===== src/rtl/instr_loader_if.sv =====
// Bundle of the decoded-instruction handshake and the byte-wide instruction
// memory write port shared by the loader and its environment.
interface instr_loader_if #(
    parameter int ADDR_W = 10
);
    logic              in_valid;
    logic              in_ready;
    logic [5:0]        in_opcode;
    logic [4:0]        in_dest;
    logic [4:0]        in_src1;
    logic [4:0]        in_src2;
    logic [15:0]       in_imm;
    logic              mem_wr_en;
    logic [ADDR_W-1:0] mem_addr;
    logic [7:0]        mem_wdata;
    logic              mem_busy;

    // Instruction source plus memory: drives fields and busy, observes the write port.
    modport master (
        output in_valid, in_opcode, in_dest, in_src1, in_src2, in_imm, mem_busy,
        input  in_ready, mem_wr_en, mem_addr, mem_wdata
    );

    modport slave (
        input  in_valid, in_opcode, in_dest, in_src1, in_src2, in_imm, mem_busy,
        output in_ready, mem_wr_en, mem_addr, mem_wdata
    );
endinterface


===== src/rtl/instr_loader.sv =====
// Packs decoded instruction fields into 32-bit MIPS words and writes them
// big-endian, one byte per cycle, into the instruction memory.
module instr_loader #(
    parameter int ADDR_W    = 10,
    parameter int BASE_ADDR = 0,
    parameter int MAX_INSTR = 256
) (
    input  logic              clk,
    input  logic              rst,
    input  logic              prog_start,
    instr_loader_if.slave     bus,
    output logic [ADDR_W-2:0] count,
    output logic              full,
    output logic              illegal
);
    localparam logic [ADDR_W-1:0] BASE    = ADDR_W'(BASE_ADDR);
    localparam logic [ADDR_W-1:0] PTR_INC = ADDR_W'(4);
    localparam logic [ADDR_W-2:0] MAX_CNT = (ADDR_W-1)'(MAX_INSTR);
    localparam logic [ADDR_W-2:0] CNT_ONE = (ADDR_W-1)'(1);

    typedef enum logic {IDLE, WRITE} state_t;

    state_t            state_q, state_d;
    logic [ADDR_W-1:0] ptr_q, ptr_d;
    logic [1:0]        b_q, b_d;
    logic [31:0]       word_q, word_d;
    logic [7:0]        data_q, data_d;
    logic [ADDR_W-2:0] count_q, count_d;
    logic              illegal_q, illegal_d;
    logic              in_ready_q, in_ready_d;
    logic [31:0]       enc_word;
    logic              enc_legal;

    always_comb begin
        enc_word  = 32'h0;
        enc_legal = 1'b1;
        case (bus.in_opcode)
            6'd0: enc_word = 32'h0;
            6'd1, 6'd3, 6'd5, 6'd6, 6'd7, 6'd8, 6'd9, 6'd10, 6'd11, 6'd12:
                enc_word = {bus.in_opcode, bus.in_dest, bus.in_src1, bus.in_src2, 11'b0};
            6'd32, 6'd33, 6'd36, 6'd37:
                enc_word = {bus.in_opcode, bus.in_dest, bus.in_src1, bus.in_imm};
            6'd40: enc_word = {bus.in_opcode, 5'b0, bus.in_src1, bus.in_imm};
            6'd41: enc_word = {bus.in_opcode, bus.in_src2, bus.in_src1, bus.in_imm};
            6'd42: enc_word = {bus.in_opcode, 10'b0, bus.in_imm};
            default: enc_legal = 1'b0;
        endcase
    end

    assign bus.mem_wr_en = (state_q == WRITE) && !bus.mem_busy;
    assign bus.mem_addr  = ptr_q + {{(ADDR_W-2){1'b0}}, b_q};
    assign bus.mem_wdata = data_q;
    assign bus.in_ready  = in_ready_q;
    assign count         = count_q;
    assign full          = (count_q == MAX_CNT);
    assign illegal       = illegal_q;

    always_comb begin
        state_d   = state_q;
        ptr_d     = ptr_q;
        b_d       = b_q;
        word_d    = word_q;
        data_d    = data_q;
        count_d   = count_q;
        illegal_d = illegal_q;
        case (state_q)
            IDLE: begin
                // Rewind first so an instruction accepted alongside it lands at BASE.
                if (prog_start) begin
                    ptr_d     = BASE;
                    count_d   = '0;
                    illegal_d = 1'b0;
                end
                if (bus.in_valid && in_ready_q) begin
                    b_d = 2'd0;
                    if (enc_legal) begin
                        word_d  = enc_word;
                        data_d  = enc_word[31:24];
                        state_d = WRITE;
                    end else begin
                        illegal_d = 1'b1;
                    end
                end
            end
            WRITE: begin
                // data_q always holds the byte for the current index, so a stall just holds it.
                if (bus.mem_wr_en) begin
                    b_d = b_q + 2'd1;
                    case (b_q)
                        2'd0: data_d = word_q[23:16];
                        2'd1: data_d = word_q[15:8];
                        2'd2: data_d = word_q[7:0];
                        default: begin
                            ptr_d   = ptr_q + PTR_INC;
                            if (count_q != MAX_CNT) count_d = count_q + CNT_ONE;
                            state_d = IDLE;
                        end
                    endcase
                end
            end
            default: state_d = IDLE;
        endcase
        in_ready_d = (state_d == IDLE) && (count_d != MAX_CNT);
    end

    always_ff @(posedge clk or posedge rst) begin
        if (rst) begin
            state_q    <= IDLE;
            ptr_q      <= BASE;
            b_q        <= 2'd0;
            word_q     <= 32'h0;
            data_q     <= 8'h0;
            count_q    <= '0;
            illegal_q  <= 1'b0;
            in_ready_q <= 1'b0;
        end else begin
            state_q    <= state_d;
            ptr_q      <= ptr_d;
            b_q        <= b_d;
            word_q     <= word_d;
            data_q     <= data_d;
            count_q    <= count_d;
            illegal_q  <= illegal_d;
            in_ready_q <= in_ready_d;
        end
    end
endmodule


===== src/flat_wrapper.sv =====
// flat-port wrapper written by rule: the top's interface ports become plain ports
module instr_loader_flat 
#(
    parameter int ADDR_W    = 10,
    parameter int BASE_ADDR = 0,
    parameter int MAX_INSTR = 256
)
  (clk, rst, prog_start, count, full, illegal, bus_in_valid, bus_in_opcode, bus_in_dest, bus_in_src1, bus_in_src2, bus_in_imm, bus_mem_busy, bus_in_ready, bus_mem_wr_en, bus_mem_addr, bus_mem_wdata);
  instr_loader_if #(.ADDR_W(ADDR_W)) bus_i ();
  input  logic clk;
  input  logic rst;
  input  logic prog_start;
  output logic [ADDR_W-2:0] count;
  output logic full;
  output logic illegal;
  input wire logic [$bits(bus_i.in_valid)-1:0] bus_in_valid;
  input wire logic [$bits(bus_i.in_opcode)-1:0] bus_in_opcode;
  input wire logic [$bits(bus_i.in_dest)-1:0] bus_in_dest;
  input wire logic [$bits(bus_i.in_src1)-1:0] bus_in_src1;
  input wire logic [$bits(bus_i.in_src2)-1:0] bus_in_src2;
  input wire logic [$bits(bus_i.in_imm)-1:0] bus_in_imm;
  input wire logic [$bits(bus_i.mem_busy)-1:0] bus_mem_busy;
  output wire logic [$bits(bus_i.in_ready)-1:0] bus_in_ready;
  output wire logic [$bits(bus_i.mem_wr_en)-1:0] bus_mem_wr_en;
  output wire logic [$bits(bus_i.mem_addr)-1:0] bus_mem_addr;
  output wire logic [$bits(bus_i.mem_wdata)-1:0] bus_mem_wdata;
  assign bus_i.in_valid = bus_in_valid;
  assign bus_i.in_opcode = bus_in_opcode;
  assign bus_i.in_dest = bus_in_dest;
  assign bus_i.in_src1 = bus_in_src1;
  assign bus_i.in_src2 = bus_in_src2;
  assign bus_i.in_imm = bus_in_imm;
  assign bus_i.mem_busy = bus_mem_busy;
  assign bus_in_ready = bus_i.in_ready;
  assign bus_mem_wr_en = bus_i.mem_wr_en;
  assign bus_mem_addr = bus_i.mem_addr;
  assign bus_mem_wdata = bus_i.mem_wdata;
  instr_loader #(.ADDR_W(ADDR_W), .BASE_ADDR(BASE_ADDR), .MAX_INSTR(MAX_INSTR)) u_core (.clk(clk), .rst(rst), .prog_start(prog_start), .bus(bus_i), .count(count), .full(full), .illegal(illegal));
endmodule

===== config.mk =====
export PLATFORM = sky130hd
export DESIGN_NAME = instr_loader_flat
export DESIGN_NICKNAME = d
export VERILOG_FILES = /design/src/rtl/instr_loader_if.sv /design/src/rtl/instr_loader.sv /design/src/flat_wrapper.sv
export SDC_FILE = /design/constraint.sdc
export NUM_CORES = 1
export LEC_CHECK = 0
export CORE_MARGIN = 10
export CORE_UTILIZATION = 54
export DETAILED_ROUTE_END_ITERATION = 16
export HOLD_SLACK_MARGIN = 0.06
export PLACE_DENSITY = 0.86
export SYNTH_ARGS = -nofsm -noshare
export SYNTH_HDL_FRONTEND = slang
export SYNTH_SLANG_ARGS = --single-unit

===== constraint.sdc =====
create_clock -name clk -period 3.8 [get_ports clk]
set_input_delay 0.76 -clock clk [delete_from_list [all_inputs] [get_ports clk]]
set_output_delay 0.76 -clock clk [all_outputs]
set_load 0.005 [all_outputs]

==> results.py <==
metrics = {
    "setup_path": {
        "rr_startpoint": "u_core.state_q",
        "required_ns": 3.04,
        "cp-start-kind": "flip-flop",
        "critPathKind": "flip-flop to output port",
        "cp-end-kind": "output port",
        "crit_fanout": 18,
        "critPathLaunch": "u_core.state_q",
        "arrival_ns": 2.28,
    },
    "cts": {
        "path_clk_slew_ns": 0.09,
        "clock-sinks": 54,
        "cts_hold_buf": 0,
        "root_buffer": "clkbuf_8",
        "cts_max_level": 2,
        "cts_made_buffers": 5,
        "post-cts-setup-buffers": 0,
        "cts_tree": "done",
        "clk_latency_ns": 0.31,
        "cts_buffer_depth": 2,
        "post_cts_resized": 0,
    },
    "place": {
        "dp_hpwl_um": 5880,
        "io_buffers": 72,
        "gp_congestion": 0.877,
    },
    "synthesis": {
        "yosysMostFrequentCell": "nand2_1",
        "ys.warnings.count": 0,
        "synthTopCellsByArea": "dfrtp_1, nand2_1, o21ai_0",
        "synth_top_area_share_pct": 43.4,
        "netlist_area_um2": 3110,
        "yosysTopAreaCell": "dfrtp_1",
        "synthTopCellsByCount": "nand2_1, dfrtp_1, o21ai_0, nor2_1",
        "ys_ff_latch": 54,
        "synth_cell_type_count": 58,
        "async_reset_ff_share_pct": 100,
        "seq_area_frac_synth_pct": 43.4,
        "syn_nets": 383,
        "avgSynthCellArea_um2": 9.31,
        "synth_enable_flop_cells": 0,
        "synth_flop_cell": "dfrtp_1",
        "netlist_instances": 334,
    },
    "floorplan": {
        "dieArea_um2": 9200,
        "die_h_um": 95.9,
        "die_w_um": 95.9,
        "pin_count": 73,
        "start_util_pct": 56.1,
        "rows": 27,
        "core_um2": 5540,
    },
    "run": {
        "maxCapViolCount": 0,
    },
    "grt": {
        "grt_pass1_vias": 2734,
        "overflow": 0,
        "antenna_found_initial": 0,
        "grt_start_max_net_pins": 55,
        "grt_pass1_wl_um": 12800,
        "track_usage_pct": 17.2,
    },
    "power_and_ir_drop": {
        "leakage_nw": 1.64,
        "power_density_nw_per_um2": 531,
        "peakVddDrop_mv": 0.272,
    },
    "route": {
        "ant_nets": 0,
        "wire_per_inst_um": 16.9,
        "num_vias": 2691,
        "drt_iter0_drc": 152,
        "detail_route.vias_per_cell": 5.89,
        "first_pass_iters": 4,
        "routed_wl_um": 7710,
        "drcViolationCount": 0,
    },
    "layout": {
        "area_growth_pct": 25.2,
        "drive_gt1_share_pct": 6.75,
        "register_area_um2": 1350,
        "multi_input_area_um2": 1560,
        "nNetsFinal": 434,
        "n_fill_cell": 455,
        "final_core_util_pct": 70.3,
        "antennaDiodeCount": 0,
    },
    "min_path": {
        "hp-start": "u_core.word_q[13]",
        "hold_path_class": "flip-flop to flip-flop",
    },
    "timing": {
        "setup_viol": 0,
        "worst_pin_slew_ns": 1.07,
        "fin_crit_ns": 3.04,
        "relSlewSlack_pct": 28.6,
        "final_hold_viol_count": 0,
        "final.period_utilization_pct": 79.9,
        "holdWs_ns": 0.489,
        "timing.fmax_ghz": 0.329,
        "fin_tns_setup_ns": 0,
        "fin_worst_skew_ns": 0.00933,
        "drv_slew": 0,
        "rsz0062_at_grt": "no",
    },
    "outcome": {
        "status": "finished clean",
    },
}
==> sequential cells by signal, indices dropped and copies added, names as in the netlist <==
register / flops
u_core.bus.mem_wdata: 8
u_core.bus.in_ready: 1
u_core.b_q: 2
u_core.word_q: 24
u_core.ptr_q: 8
u_core.state_q: 1
u_core.illegal: 1
u_core.count: 9
==> per-layer routing <==
layer | share of wire, % | global-route usage, %
met1 | 42 | 20.8
met2 | 48 | 29.2
met3 | 9.0 | 4.90
met4 | 1.3 | 4.79
met5 | 0 | 0
==> path summary, 6_finish.rpt <==
path / to / slack [ns] / depth (start not counted)
min in group asynchronous: u_core.word_q[9] / 1.03 / 2
min: u_core.word_q[13] / 0.49 / 2
max in group asynchronous: u_core.bus.mem_wdata[0] / 2.12 / 2
min reg2reg: u_core.word_q[13] / 0.49 / 2
max: bus_mem_wr_en / 0.76 / 3
max reg2reg: u_core.bus.mem_wdata[1] / 1.18 / 4
==> power breakdown <==
| part | internal (mW) | leakage, nW | total [mW] | switching (mW) |
|---|---|---|---|---|
| registers | 0.716 | 0.733 | 0.859 | 0.142 |
| logic | 0.393 | 0.854 | 0.835 | 0.442 |
| clock network | 0.194 | 0.0542 | 0.375 | 0.181 |
| total | 1.30 | 1.64 | 2.07 | 0.766 |
==> through the flow <==
step	setup WS [ns]	instance area, um2	power [mW]	instances
after floorplan	1.55	3110	1.36	334
after global placement	0.805	3790	1.68	450
after detailed placement	0.714	3790	1.70	450
after CTS	0.781	3890	2.08	457
after global routing	0.602	3890	2.21	457
final	0.764	3890	2.07	457
==> cell families (layout without fill, tap and decap cells) <==
group           count (synthesis)  in the layout  synth area share, %
compound gates                 93             93                 22.6
simple gates                  118            118                 18.6
flops                          54             54                 43.4
xor+xnor                        7              7                 1.97
buf+inv                        43             94                 6.40
mux                            12             12                 4.14
fa+ha+maj                       7              7                 2.82
==> worst max-delay path, stage by stage (launching register included) <==
cell and delay (ns):
dfrtp_1 0.76, inv_1 0.32, nor2_1 0.33, clkdlybuf4s50_1 0.56
==> final cells by class <==
| type | count | share of cell area [%] |
|---|---|---|
| multi-input combinational | 237 | 40.1 |
| sequential | 54 | 34.7 |
| inverter | 13 | 1.25 |
| clock buffer | 5 | 1.77 |
| timing repair buffer | 74 | 18.9 |
| clock inverter | 2 | 0.996 |
| tap | 72 | 2.31 |
==> cell usage in the layout, fill, tap and decap left out, drive strengths merged, types with 3 or more instances in the layout <==
master	instances
clkdlybuf4s50	72
nand2	57
dfrtp	54
o21ai	30
nor2	18
a22oi	17
inv	13
nand3	10
o31ai	10
a21oi	7
ha	7
mux2	7
xor2	6
nor3	5
mux2i	5
clkbuf	5
nand2b	5
nand4	4
o211ai	4
a22o	4
a211oi	4
o21a	3
and2	3
No activity file was read; power rests on OpenSTA's default activity.
